**src/rtl/mag_window_stats_pkg.sv**
```systemverilog
// ---------------------------------------------------------------------------
// mag_stats_pkg
//   Shared types and constants for the magnitude window statistics block.
//   - state_t   : top-level control FSM states (accumulating / holding result)
//   - DEF_*     : default sample width and window size
//   - sum_width : width of the running sum, sized so a full window of
//                 all-ones samples cannot overflow it
// ---------------------------------------------------------------------------
package mag_stats_pkg;

    typedef enum logic [0:0] {
        S_ACC  = 1'b0,   // collecting samples of the current window
        S_HOLD = 1'b1    // window result presented, waiting for out_ready
    } state_t;

    localparam int DEF_DATA_W   = 8;
    localparam int DEF_WIN_LOG2 = 3;

    // 2^WIN_LOG2 samples of DATA_W bits each need DATA_W+WIN_LOG2 bits.
    function automatic int sum_width(input int data_w, input int win_log2);
        return data_w + win_log2;
    endfunction

    localparam int DEF_SUM_W = DEF_DATA_W + DEF_WIN_LOG2;

endpackage

```
**src/rtl/mag_window_stats_if.sv**
```systemverilog
// ---------------------------------------------------------------------------
// mag_window_stats_if
//   Sample input stream, alarm threshold and window-result output stream of
//   mag_window_stats.
//
//   Handshake rule (both streams): a transfer happens on a rising clk edge
//   where valid and ready are both 1. The producer holds valid and its data
//   stable until that edge; ready may change freely and never waits on valid.
//
//   Modports:
//     slave  : the statistics block (consumes samples, produces results)
//     master : the environment (produces samples, consumes results)
//
//   Signals:
//     in_valid / in_ready / in_mag          sample stream
//     thresh                                alarm threshold
//     out_valid / out_ready                 result stream handshake
//     out_max / out_min / out_mean / out_alarm  result payload
// ---------------------------------------------------------------------------
interface mag_window_stats_if
    import mag_stats_pkg::*;
#(
    parameter int DATA_W = DEF_DATA_W
);
    logic              in_valid;
    logic              in_ready;
    logic [DATA_W-1:0] in_mag;
    logic [DATA_W-1:0] thresh;
    logic              out_valid;
    logic              out_ready;
    logic [DATA_W-1:0] out_max;
    logic [DATA_W-1:0] out_min;
    logic [DATA_W-1:0] out_mean;
    logic              out_alarm;

    modport slave (
        input  in_valid, in_mag, thresh, out_ready,
        output in_ready, out_valid, out_max, out_min, out_mean, out_alarm
    );

    modport master (
        output in_valid, in_mag, thresh, out_ready,
        input  in_ready, out_valid, out_max, out_min, out_mean, out_alarm
    );

endinterface

```
**src/rtl/mag_window_acc.sv**
```systemverilog
// ---------------------------------------------------------------------------
// mag_window_acc
//   Running accumulators for one window: max, min, sum and sample count.
//   The nxt_* outputs are the window statistics *including* the sample on
//   in_mag, so the owner can capture a complete result on the same edge that
//   accepts the last sample.
//
//   Ports:
//     clk, rst  clock, synchronous active-high reset
//     clear     return accumulators to their reset values (wins over accept)
//     accept    fold in_mag into the accumulators
//     in_mag    sample value
//     nxt_max   max(run_max, in_mag)
//     nxt_min   min(run_min, in_mag)
//     nxt_sum   sum + in_mag
//     last      the next accepted sample completes the window
// ---------------------------------------------------------------------------
module mag_window_acc
    import mag_stats_pkg::*;
#(
    parameter int DATA_W   = DEF_DATA_W,
    parameter int WIN_LOG2 = DEF_WIN_LOG2,
    parameter int SUM_W    = sum_width(DATA_W, WIN_LOG2)
) (
    input  logic              clk,
    input  logic              rst,
    input  logic              clear,
    input  logic              accept,
    input  logic [DATA_W-1:0] in_mag,
    output logic [DATA_W-1:0] nxt_max,
    output logic [DATA_W-1:0] nxt_min,
    output logic [SUM_W-1:0]  nxt_sum,
    output logic              last
);

    logic [DATA_W-1:0]   run_max;
    logic [DATA_W-1:0]   run_min;
    logic [SUM_W-1:0]    sum;
    logic [WIN_LOG2-1:0] count;

    assign nxt_max = (in_mag > run_max) ? in_mag : run_max;
    assign nxt_min = (in_mag < run_min) ? in_mag : run_min;
    assign nxt_sum = sum + SUM_W'(in_mag);

    // count is exactly WIN_LOG2 bits, so all-ones marks the final sample and
    // the increment past it wraps to zero by itself.
    assign last = &count;

    always_ff @(posedge clk) begin
        if (rst || clear) begin
            run_max <= '0;
            run_min <= '1;
            sum     <= '0;
            count   <= '0;
        end else if (accept) begin
            run_max <= nxt_max;
            run_min <= nxt_min;
            sum     <= nxt_sum;
            count   <= count + WIN_LOG2'(1);
        end
    end

endmodule

```
**src/rtl/mag_window_stats.sv**
```systemverilog
// ---------------------------------------------------------------------------
// mag_window_stats
//   Collects non-overlapping windows of 2^WIN_LOG2 unsigned magnitude samples
//   and, per window, presents max, min, truncated mean and a threshold alarm
//   (max >= thresh, thresh taken on the window-completing edge).
//   A result appears on out_* one cycle after the last sample of its window
//   and is held stable until out_ready.
//
//   Build option: define MAG_STATS_OVERLAP_EN to keep accepting samples while
//   a result is pending; only the completing sample of the next window stalls
//   until the pending result is taken. Without it, input stalls for the whole
//   time a result is pending.
//
//   Ports:
//     clk        system clock
//     rst        synchronous active-high reset
//     bus        mag_window_stats_if.slave (sample in, thresh, result out)
//     dbg_state  current control FSM state
// ---------------------------------------------------------------------------
module mag_window_stats
    import mag_stats_pkg::*;
#(
    parameter int DATA_W   = DEF_DATA_W,
    parameter int WIN_LOG2 = DEF_WIN_LOG2
) (
    input  logic                      clk,
    input  logic                      rst,
    mag_window_stats_if.slave         bus,
    output state_t                    dbg_state
);

    localparam int SUM_W = sum_width(DATA_W, WIN_LOG2);

    state_t            state;
    state_t            state_nxt;
    logic              in_ready;
    logic              out_valid;
    logic              accept;
    logic              complete;
    logic              last;
    logic [DATA_W-1:0] nxt_max;
    logic [DATA_W-1:0] nxt_min;
    logic [SUM_W-1:0]  nxt_sum;
    logic [DATA_W-1:0] res_max;
    logic [DATA_W-1:0] res_min;
    logic [DATA_W-1:0] res_mean;
    logic              res_alarm;

    assign out_valid = (state == S_HOLD);

`ifdef MAG_STATS_OVERLAP_EN
    // A pending result only blocks the sample that would overwrite it.
    assign in_ready = !out_valid || bus.out_ready || !last;
`else
    assign in_ready = !out_valid;
`endif

    assign accept   = bus.in_valid && in_ready;
    assign complete = accept && last;

    mag_window_acc #(
        .DATA_W   (DATA_W),
        .WIN_LOG2 (WIN_LOG2),
        .SUM_W    (SUM_W)
    ) u_acc (
        .clk     (clk),
        .rst     (rst),
        .clear   (complete),
        .accept  (accept),
        .in_mag  (bus.in_mag),
        .nxt_max (nxt_max),
        .nxt_min (nxt_min),
        .nxt_sum (nxt_sum),
        .last    (last)
    );

    always_ff @(posedge clk) begin
        if (rst) begin
            state <= S_ACC;
        end else begin
            state <= state_nxt;
        end
    end

    always_comb begin
        state_nxt = state;
        case (state)
            S_ACC: begin
                if (complete) begin
                    state_nxt = S_HOLD;
                end
            end
            S_HOLD: begin
                // A completing sample here implies the old result is being
                // taken on this same edge, so a new result replaces it.
                if (complete) begin
                    state_nxt = S_HOLD;
                end else if (bus.out_ready) begin
                    state_nxt = S_ACC;
                end
            end
            default: state_nxt = S_ACC;
        endcase
    end

    always_ff @(posedge clk) begin
        if (rst) begin
            res_max   <= '0;
            res_min   <= '0;
            res_mean  <= '0;
            res_alarm <= 1'b0;
        end else if (complete) begin
            res_max   <= nxt_max;
            res_min   <= nxt_min;
            res_mean  <= DATA_W'(nxt_sum >> WIN_LOG2);
            res_alarm <= (nxt_max >= bus.thresh);
        end
    end

    assign bus.in_ready  = in_ready;
    assign bus.out_valid = out_valid;
    assign bus.out_max   = res_max;
    assign bus.out_min   = res_min;
    assign bus.out_mean  = res_mean;
    assign bus.out_alarm = res_alarm;
    assign dbg_state     = state;

endmodule

```
**src/flat_wrapper.sv**
```systemverilog
// flat-port wrapper written by rule: the top's interface ports become plain ports
module mag_window_stats_flat import mag_stats_pkg::*;
#(
    parameter int DATA_W   = DEF_DATA_W,
    parameter int WIN_LOG2 = DEF_WIN_LOG2
)
  (clk, rst, dbg_state, bus_in_valid, bus_in_mag, bus_thresh, bus_out_ready, bus_in_ready, bus_out_valid, bus_out_max, bus_out_min, bus_out_mean, bus_out_alarm);
  mag_window_stats_if #(.DATA_W(DATA_W)) bus_i ();
  input  logic clk;
  input  logic rst;
  output state_t dbg_state;
  input wire logic [$bits(bus_i.in_valid)-1:0] bus_in_valid;
  input wire logic [$bits(bus_i.in_mag)-1:0] bus_in_mag;
  input wire logic [$bits(bus_i.thresh)-1:0] bus_thresh;
  input wire logic [$bits(bus_i.out_ready)-1:0] bus_out_ready;
  output wire logic [$bits(bus_i.in_ready)-1:0] bus_in_ready;
  output wire logic [$bits(bus_i.out_valid)-1:0] bus_out_valid;
  output wire logic [$bits(bus_i.out_max)-1:0] bus_out_max;
  output wire logic [$bits(bus_i.out_min)-1:0] bus_out_min;
  output wire logic [$bits(bus_i.out_mean)-1:0] bus_out_mean;
  output wire logic [$bits(bus_i.out_alarm)-1:0] bus_out_alarm;
  assign bus_i.in_valid = bus_in_valid;
  assign bus_i.in_mag = bus_in_mag;
  assign bus_i.thresh = bus_thresh;
  assign bus_i.out_ready = bus_out_ready;
  assign bus_in_ready = bus_i.in_ready;
  assign bus_out_valid = bus_i.out_valid;
  assign bus_out_max = bus_i.out_max;
  assign bus_out_min = bus_i.out_min;
  assign bus_out_mean = bus_i.out_mean;
  assign bus_out_alarm = bus_i.out_alarm;
  mag_window_stats #(.DATA_W(DATA_W), .WIN_LOG2(WIN_LOG2)) u_core (.clk(clk), .rst(rst), .bus(bus_i), .dbg_state(dbg_state));
endmodule
```
**config.mk**
```make
export PLATFORM = sky130hd
export DESIGN_NAME = mag_window_stats_flat
export DESIGN_NICKNAME = d
export VERILOG_FILES = /design/src/rtl/mag_window_stats_pkg.sv /design/src/rtl/mag_window_stats_if.sv /design/src/rtl/mag_window_acc.sv /design/src/rtl/mag_window_stats.sv /design/src/flat_wrapper.sv
export SDC_FILE = /design/constraint.sdc
export NUM_CORES = 1
export LEC_CHECK = 0
export ABC_CLOCK_PERIOD_IN_PS = 7900
export CAP_MARGIN = 20
export CORE_MARGIN = 2
export CORE_UTILIZATION = 40
export CTS_CLUSTER_DIAMETER = 60
export DETAILED_ROUTE_END_ITERATION = 8
export SLEW_MARGIN = 20
export SYNTH_ARGS = -nofsm -noshare
export SYNTH_HDL_FRONTEND = slang
export SYNTH_HIERARCHICAL = 1
export SYNTH_SLANG_ARGS = --single-unit
```
**constraint.sdc**
```tcl
create_clock -name clk -period 7.9 [get_ports clk]
set_clock_uncertainty 0.15 [all_clocks]
set_input_delay 2.37 -clock clk [delete_from_list [all_inputs] [get_ports clk]]
set_output_delay 2.37 -clock clk [all_outputs]
set_load 0.005 [all_outputs]
```
==> flow_summary.toml <==
[outcome]
status = "completed"

[clocking]
clock_latency_ns = 0.32
path_clk_slew_ns = 0.11
cts_hold_buf = 0
postCtsSetupBuffers = 0
clock_path_buffers = 2
cts_tree = "done"
cts_made_buffers = 5
clock_sinks = 56
root_buffer = "clkbuf_8"
htreeDepth = 2
post_cts_resized = 0

[setup_path]
startpoint = "bus_in_mag[1]"
arrival_ns = 5.57
end_kind = "flop"
start_kind = "input pin"
crit_fanout = 8
worst-setup-path-type = "in2reg"
r2r-start = "u_core/u_acc/run_max[1]"
r2r_setup_slack_ns = 4.71
cp.required_ns = 7.96

[final_layout]
n_antenna_cell = 0
nFillCells = 849
nets = 489
area_growth_pct = 18.6
design_area_um2 = 3910
drive_gt1_share_pct = 6.19

[die]
rows = 33
die_x_um = 94.8
io_pins = 48
die-area_um2 = 8980
core_um2 = 8090
start_util_pct = 40.7
die_y_um = 94.8

[timing]
slew_violations = 0
setup_violations = 0
grt_setup_unrepaired = "no"
timing.fmax_ghz = 0.182
whs_ns = 0.307
worst_slew_pin_slew_ns = 0.912
hold_viol = 0
slew-limit-headroom_pct = 39.2
period_minus_slack_ns = 5.50
fin_setup_tns_ns = 0
period_share_pct = 69.7
setup_ws_ns = 2.40

[place]
dp_hpwl_um = 5510
preCtsSetupSlack_ns = 2.10
place.gp.congestion = 0.841
post_dp_cell_area_um2 = 3820
portBuffers = 47

[drt]
via_per_inst = 5.23
vias = 2827
dr.pass1.iters = 4
wire_per_inst_um = 14.1
drcViolationCount = 0
drt_iter0_markers = 102
ant_nets = 0
routed_wl_um = 7650

[global_route]
overflow = 0
first_global_vias = 2820
grt_pass1_wl_um = 13100
grt_max_degree = 30
grtUsageTotal_pct = 18.5
antenna_found_initial = 0

[hold_path]
hp-class = "reg2reg"
min-delay-start = "u_core/bus.out_max[1]"

[synth]
synth_area_um2 = 3300
yosys_warnings = 6
synth_nets = 453
syn_area_per_cell_um2 = 8.26
synth_cells = 399

[flow_run]
cap_violations = 0

[power_and_ir_drop]
pwr-share-clk_pct = 24.8
power_frac_comb_pct = 27.8
fin_total_pwr_uw = 651
switching_share_pct = 32.2
pwr-share-seq_pct = 47.3
peakVddDrop_uv = 86.9
power.switching_uw = 210
cellLeakagePower_uw = 0.00173
powerDensity_nw_per_um2 = 167
internal_power_uw = 441
cell type report:
type                            count  area (µm²)  area share (%)
Clock buffer                        5        68.8            1.76
Clock inverter                      3        21.3           0.544
Inverter                           32         125            3.20
Multi-Input combinational cell    291        1960            50.0
Sequential cell                    56        1120            28.7
Tap cell                          105         131            3.36
Timing Repair Buffer               49         485            12.4
placed cells by master (no fill, tap or decap), types with 6 or more instances in the layout:
cell type,n
mux2i_1,18
xnor2_1,6
mux2_2,8
nor2_1,18
a211o_1,7
clkdlybuf4s50_1,47
dfxtp_1,56
inv_1,31
ha_1,33
nand2_1,80
o21ai_0,14
and3_1,9
a21o_1,7
a21oi_1,36
state kept, by name (all words and copies together) (netlist names):
name and cells:
u_core/bus.out_min 8, u_core/u_acc/run_max 8, u_core/bus.out_alarm 1, u_core/bus.out_mean 8, u_core/bus.out_valid 1, u_core/u_acc/count 3, u_core/bus.out_max 8, u_core/u_acc/sum 11
u_core/u_acc/run_min 8
power by group through the flow:
stage	Sequential [µW]	Combinational (µW)	Clock (µW)
global route	311	207	179
finish	308	181	162
floorplan	312	138	0
detailed placement	314	180	0
CTS	308	181	173
global placement	314	176	0
worst max-delay path, stage by stage:
cell and delay [ns]:
clkdlybuf4s50_1 0.64, ha_1 0.30, nor2b_1 0.14, o211ai_1 0.16, a21oi_1 0.13, o21ai_2 0.41, mux2_2 0.40, inv_1 0.06
ha_1 0.21, nand2b_1 0.13, a2111oi_0 0.40, or4_1 0.18, o21ai_1 0.05
routing by layer:
layer / up-vias / track usage, % / part of all wire, %
met5: - / 0 / 0
met4: 0 / 7.37 / 2.8
met3: 13 / 2.47 / 3.3
met2: 55 / 31.3 / 45
met1: 1321 / 23.6 / 48
li1: 1438 / - / -
final timing paths:
path / to / depth (start not counted)
min reg2reg: u_core/bus.out_max[1] / 2
min: u_core/bus.out_max[1] / 2
max: u_core/bus.out_alarm / 13
max reg2reg: u_core/bus.out_alarm / 13
metrics by stage:
stage                     util, %  cells
after floorplan                 -    399
after global placement       47.2    533
after detailed placement     47.2    533
after CTS                    48.3    541
after global routing         48.3    541
final                        48.3    541
Note: power is estimated with default switching activity, not from simulation.
